### src/rtl/proc_pkg.sv
// Shared definitions for the program fetch sequencer: lifecycle states and
// the table of resident program entry addresses.
package proc_pkg;

  localparam int PC_W_DEFAULT = 10;
  localparam int NUM_ENTRIES  = 3;

  typedef enum logic [2:0] {
    IDLE,
    ARMED,
    LAUNCH,
    RUN,
    HALTED
  } seq_state_t;

  localparam logic [PC_W_DEFAULT-1:0] ENTRY [NUM_ENTRIES] = '{
    PC_W_DEFAULT'(0),
    PC_W_DEFAULT'(256),
    PC_W_DEFAULT'(512)
  };

  // Program index successor, wrapping back to 0 after the last resident program.
  function automatic logic [1:0] nextProg(input logic [1:0] cur, input int numProgs);
    return (int'(cur) >= numProgs - 1) ? 2'd0 : cur + 2'd1;
  endfunction

endpackage

### src/rtl/sat_counter.sv
// Up-counter with synchronous clear that sticks at all-ones instead of wrapping.
module sat_counter #(
  parameter int W = 16
) (
  input  logic         Clk,
  input  logic         Reset,
  input  logic         Clear,
  input  logic         Enable,
  output logic [W-1:0] Count
);

  logic [W-1:0] countReg;

  always_ff @(posedge Clk or negedge Reset) begin
    if (!Reset) begin
      countReg <= '0;
    end else if (Clear) begin
      countReg <= '0;
    end else if (Enable && (countReg != {W{1'b1}})) begin
      countReg <= countReg + 1'b1;
    end
  end

  assign Count = countReg;

endmodule

### src/rtl/prog_sequencer.sv
// Fetch controller: waits for a full Start pulse, loads the PC with the current
// program's entry address, advances it until a decoded halt, then reports Done.
module prog_sequencer
  import proc_pkg::*;
#(
  parameter int PC_W      = PC_W_DEFAULT,
  parameter int NUM_PROGS = 3,
  parameter int CNT_W     = 16
) (
  input  logic             Clk,
  input  logic             Reset,
  input  logic             Start,
  input  logic             Halt,
  input  logic             Stall,
  output logic             PcLoad,
  output logic [PC_W-1:0]  PcTarget,
  output logic             PcAdvance,
  output logic             Running,
  output logic             Done,
  output logic [1:0]       ProgNum,
  output logic [CNT_W-1:0] CycleCount
);

  seq_state_t stateReg;
  seq_state_t stateNext;
  logic [1:0] progNumReg;
  logic [PC_W-1:0] entryAddr;

  always_ff @(posedge Clk or negedge Reset) begin
    if (!Reset) begin
      stateReg <= IDLE;
    end else begin
      stateReg <= stateNext;
    end
  end

  // The next program is selected when leaving HALTED, so ProgNum keeps naming
  // the last program for as long as Done is shown.
  always_ff @(posedge Clk or negedge Reset) begin
    if (!Reset) begin
      progNumReg <= 2'd0;
    end else if ((stateReg == HALTED) && Start) begin
      progNumReg <= nextProg(progNumReg, NUM_PROGS);
    end
  end

  always_comb begin
    stateNext = stateReg;
    case (stateReg)
      IDLE:    if (Start)  stateNext = ARMED;
      ARMED:   if (!Start) stateNext = LAUNCH;
      LAUNCH:  stateNext = RUN;
      RUN:     if (Halt)   stateNext = HALTED;
      HALTED:  if (Start)  stateNext = ARMED;
      default: stateNext = IDLE;
    endcase
  end

  always_comb begin
    entryAddr = '0;
    for (int i = 0; i < NUM_ENTRIES; i++) begin
      if (progNumReg == 2'(i)) entryAddr = PC_W'(ENTRY[i]);
    end
  end

  always_comb begin
    PcLoad    = 1'b0;
    PcTarget  = '0;
    PcAdvance = 1'b0;
    Running   = 1'b0;
    Done      = 1'b0;
    case (stateReg)
      LAUNCH: begin
        PcLoad   = 1'b1;
        PcTarget = entryAddr;
      end
      RUN: begin
        Running   = 1'b1;
        PcAdvance = !Stall && !Halt;
      end
      HALTED:  Done = 1'b1;
      default: ;
    endcase
  end

  sat_counter #(
    .W(CNT_W)
  ) cycleCounter (
    .Clk    (Clk),
    .Reset  (Reset),
    .Clear  (stateReg == LAUNCH),
    .Enable (stateReg == RUN),
    .Count  (CycleCount)
  );

  assign ProgNum = progNumReg;

endmodule
### config.mk
export PLATFORM = sky130hd
export DESIGN_NAME = prog_sequencer
export DESIGN_NICKNAME = d
export VERILOG_FILES = /design/src/rtl/proc_pkg.sv /design/src/rtl/sat_counter.sv /design/src/rtl/prog_sequencer.sv
export SDC_FILE = /design/constraint.sdc
export NUM_CORES = 1
export LEC_CHECK = 0
export ABC_AREA = 1
export BUFFER_PORTS_ARGS = -buffer_cell sky130_fd_sc_hd__buf_2
export CAP_MARGIN = 25
export CELL_PAD_IN_SITES_DETAIL_PLACEMENT = 2
export CELL_PAD_IN_SITES_GLOBAL_PLACEMENT = 2
export CORE_MARGIN = 2
export CORE_UTILIZATION = 32
export CTS_BUF_LIST = sky130_fd_sc_hd__clkbuf_2 sky130_fd_sc_hd__clkbuf_4 sky130_fd_sc_hd__clkbuf_8
export CTS_CLUSTER_DIAMETER = 30
export DETAILED_ROUTE_END_ITERATION = 12
export PLACE_DENSITY = 0.94
export RECOVER_POWER = 100
export REMOVE_ABC_BUFFERS = 1
export SYNTH_ARGS = -nofsm -noshare
export SYNTH_HDL_FRONTEND = slang
export SYNTH_SLANG_ARGS = --single-unit
### constraint.sdc
create_clock -name Clk -period 2.9 [get_ports Clk]
set_input_delay 0.58 -clock Clk [delete_from_list [all_inputs] [get_ports Clk]]
set_output_delay 0.58 -clock Clk [all_outputs]
set_load 0.005 [all_outputs]
Yosys cells after proc, flatten, opt, wreduce, memory -nomap -nowiden
Index checks and enable logic that the tools add are counted.

Bits in registers: 21. Bits of input ports: 5. Output and inout bits: 32. Word-level logic and storage cells: 39.

Add/sub/neg operators: 2. Magnitude comparators: 1. Equal/unequal tests: 10. Mux-type cells: 14. Reductions and logical operators: 9.

Operator list (number): $mux 16 (2); $mux 10 (2); $add 16x1->16 const B (1); $ne 16x16->1 const B (1); $pmux 3 s4 (1); $mux 3 (3); $mux 9 (1); $eq 3x2->1 const B (2); $mux 1 (4); $ne 2x2->1 const B (2); $eq 3x1->1 const B (1); $eq 3x3->1 const B (1); $logic_and 1x1->1 (3); $logic_not 3->1 (1); $reduce_and 3->1 (1); $add 2x1->2 const B (1); $eq 2x1->1 const B (1); $eq 2x2->1 const B (1); $ge 2x2->1 const B (1); $logic_not 1->1 (2); $mux 2 (1); $ne 2x1->1 const B (1); $reduce_bool 2->1 (1); $reduce_or 2->1 (1).

Longest topological paths before layout
Depth after elaboration: 4. Depth in mapped cells: 9. Mapped depth without buffers: 9.

Modules after synthesis
From an unflattened synthesis, not the netlist that was laid out.

Cell total of the unflattened synthesis: 193. Area total of the unflattened synthesis: 1406.3 µm².

Modules (own cells, without submodules): sat_counter (times used 1, cells each 144, area each 1037.2 µm², sequential area each 400.4 µm²); prog_sequencer (times used 1, cells each 49, area each 369.1 µm², sequential area each 125.1 µm²).

Least setup slack after synthesis
Ideal clock, no wire load.

Kind: reg-to-output. From: reg stateReg[2]. To: out PcTarget[9]. Arrival time: 1.105 ns. Data required time: 2.320 ns. Path slack: 1.215 ns. Stages on the path, launching flop included: 7. Path buffers: 1. Path through: dfrtp_1 > nor2_4 > inv_1 > nor2_2 > inv_1 > buf_2 > nor3_1.

Word-level cells in the longest chain between the ends: 2.

RTL lines: from (decl) (RTL line prog_sequencer.sv:24) `seq_state_t stateReg;`; from (signal assigned) (RTL line prog_sequencer.sv:33) `stateReg <= stateNext;`; $eq 3x2->1 (RTL line prog_sequencer.sv:72) `case (stateReg)`; $mux 10 (RTL line prog_sequencer.sv:72); to (decl) (RTL line prog_sequencer.sv:16) `output logic [PC_W-1:0] PcTarget,`.

Every way passes these cells.

Worst setup path in the final report
From: reg stateReg[1]. To: out PcTarget[9].

Same word-level chain as after synthesis.

==> reports/metrics.csv <==
metric,value,unit
clk-insertion-delay-late,270,ps
grt.total_usage,0.195,
clock_tree_from_tritoncts,done,
ant_nets,0,
timing_worst_slew_pin_value,1190,ps
rsz0062_at_grt,no,
slew_violations,0,
htreeDepth,1,
floorplan.core_area,4320,um^2
clock_power_share,0.209,
cp_num_buf_inv,4,
wire_length_of_the_first_global_routing_pass,7600,um
synth_enable_flop_cells,0,
syn2layout_area_growth,10.1,%
grt.met1_usage,0.257,
port-buffer-count,28,
ios,37,
worstRegToRegCells,6,
highest_clock_frequency_the_design_can_meet,418,MHz
yosys.cell_types.count,27,
synthesis.area,1430,um^2
final_critical_path_setup_slack,510,ps
crit_path_frequent_cell,inv_1,
cts_hold_buffers,0,
grt_remaining_overflow,0,
post-place-ws,1040,ps
gr-usage-met3,0.0342,
postCtsSetupRepairBufs,0,
detailedPlacementHpwl,3140,um
floorplan.die.width,70.8,um
clock_sinks,21,
min_period,2390,ps
drt-pass1-iter-count,4,
p_sw_frac,0.445,
grt_most_used_layer,met2,
synthTopCellsByCount,"62 x nand2_1, 22 x nand3_1, 21 x dfrtp_1",
cap_violations,0,
clockBufferDepth,2,
yosys_register_bits,21,
final_hold_viol_count,0,
crit_path_start,stateReg[1]$_DFFE_PN0P_,
reg2reg_to,cycleCounter.Count[2]$_DFFE_PN0P_,
setup_viol,0,
design.die.area,5020,um^2
timing.critical_path.from_type,register,
pwr-share-seq,0.415,
combinationalPowerShare,0.376,
postPlaceCellArea,1570,um^2
routed_vias_inst,4.98,
whs,524,ps
number_of_cells_upsized_or_downsized_after_cts,0,
drc,0,
fp.dieH,70.8,um
route.detailed.wl_per_inst,16.1,um
net-switching-power,461,uW
p_leak,0.000780,uW
fillers,555,
finalWeightedCongestion,0.756,
relSlewSlack,0.210,
crit_slowest_cell,dfrtp_1,
cts-buffers-inserted,3,
power.ir.vdd_worst,280,uV
yosys_warnings,0,
cp.depth,7,
first_global_vias,1461,
area_share_of_the_largest_cell_type_after_synthesis,0.368,
cell_by_cell_trace_of_the_critical_path,inv_1 > nor2_1 > inv_1 > nor2_1 > inv_1 > nor3_1 > clkbuf_1,
critical_path.top_delay_family,simple AND/OR/NAND/NOR gates,
synth_area_leader_cell,dfrtp_1,
initial_utilization,0.330,
timing.rr.start,cycleCounter.Count[0]$_DFFE_PN0P_,
final_cell_area,1570,um^2
ys_dominant_reg_cell,dfrtp_1,
worstSetupEndpointType,output port,
dr.first_iter.drc_count,33,
internal_power,576,uW
rrSetupSlack,590,ps
grt_max_degree,22,
cts_root_buffer,clkbuf_8,
worst-setup-path-type,reg2out,
clock_skew,6.20,ps
timing.hold.worst.class,in2async,
detail_route.wirelength,4520,um
largest_cells_by_area_after_synthesis,"dfrtp_1 37%, nand2_1 16%, nand3_1 7.7%, inv_1 4.7%, nor2_1 4.7%",
worst_path_required_time,2320,ps
status,completed,
worst_ep_arrival_time,1810,ps
worst_path_largest_cell_delay,380,ps
grt_util_met2,0.322,
setup_tns,0,ps
final.period_utilization,0.824,
rows,24,
async_flop_share,1.00,
synth-seq-area-share,0.368,
final_util,0.364,
post_route_cells_drive_above_1_share,0.149,
p_per_area,659,nW/um^2
grt_antenna_before_repair,0,
design.final.nets,235,
routed-via-count,1394,
netlist_instances,200,
critPathMaxFanout,11,
antenna_cells_inserted,0,
post_synth.cell_area_avg,7.14,um^2
synth_most_common_cell,nand2_1,
clock_slew_at_reported_path_ffs,90,ps
per-stage QoR:
step	power, uW	instances
after floorplan	687	196
after global placement	830	276
after detailed placement	860	276
after CTS	1090	280
after global routing	1120	280
final	1040	280
layer usage:
metal  vias up  share of wire  wire, um
li1        676              -         -
met1       681           0.46      2090
met5         -              0         0
met3         9          0.033       150
met4         0          0.022        99
met2        28           0.48      2180
layout by cell type (no fill, tap or decap), types with 4 or more instances in the layout:
master and n:
clkbuf_1 11, inv_1 18, nand4_1 4, dfrtp_1 21, buf_2 17, nand3_1 22, conb_1 8, nor2_1 21
nand2_1 63, o21ai_0 12, nor3_1 5
area by class of cell:
cell class	instances	area, um^2	area share
clock buffer	4	48.8	0.0310
tap	52	65.1	0.0414
multi-input combinational	156	736	0.468
inverter	19	71.3	0.0453
sequential	21	526	0.334
timing repair buffer	28	126	0.0803
flip-flops by register name, indices dropped and copies added (netlist names):
| signal | count |
|---|---|
| ProgNum | 2 |
| stateReg | 3 |
| cycleCounter.Count | 16 |
cell families after synthesis:
kind of cell               after synthesis  synth area share
AOI/OAI and AO/OA                       15            0.0683
and+or+nand+nor                        129             0.423
DFF                                     21             0.368
buffers and inverters                   30             0.111
adders and majority gates                1           0.00876
xor gates and xnor gates                 3            0.0184
other                                    1           0.00262
worst register-to-register path: cells and delay by family (launching register included):
family / cells / cell delay, ps
compound gates: 1 / 210
simple gates: 4 / 1280
flops: 1 / 460
fa+ha+maj: 1 / 210
power groups by stage:
stage                     sequential [uW]  clock (uW)  combinational [uW]
final                                 431         217                 390
after global routing                  444         230                 446
after CTS                             436         219                 439
after detailed placement              436           0                 425
after global placement                431           0                 399
after floorplan                       423           0                 264
how the worst max path moves through the flow:
stage | endpoint | slack (ps)
detailed placement | PcTarget[9] | 1040
finish | PcTarget[9] | 510
global route | PcTarget[9] | 310
CTS | PcTarget[9] | 650
floorplan | PcTarget[9] | 1270
global placement | PcTarget[9] | 1090
No activity file was read; power rests on OpenSTA's default activity.
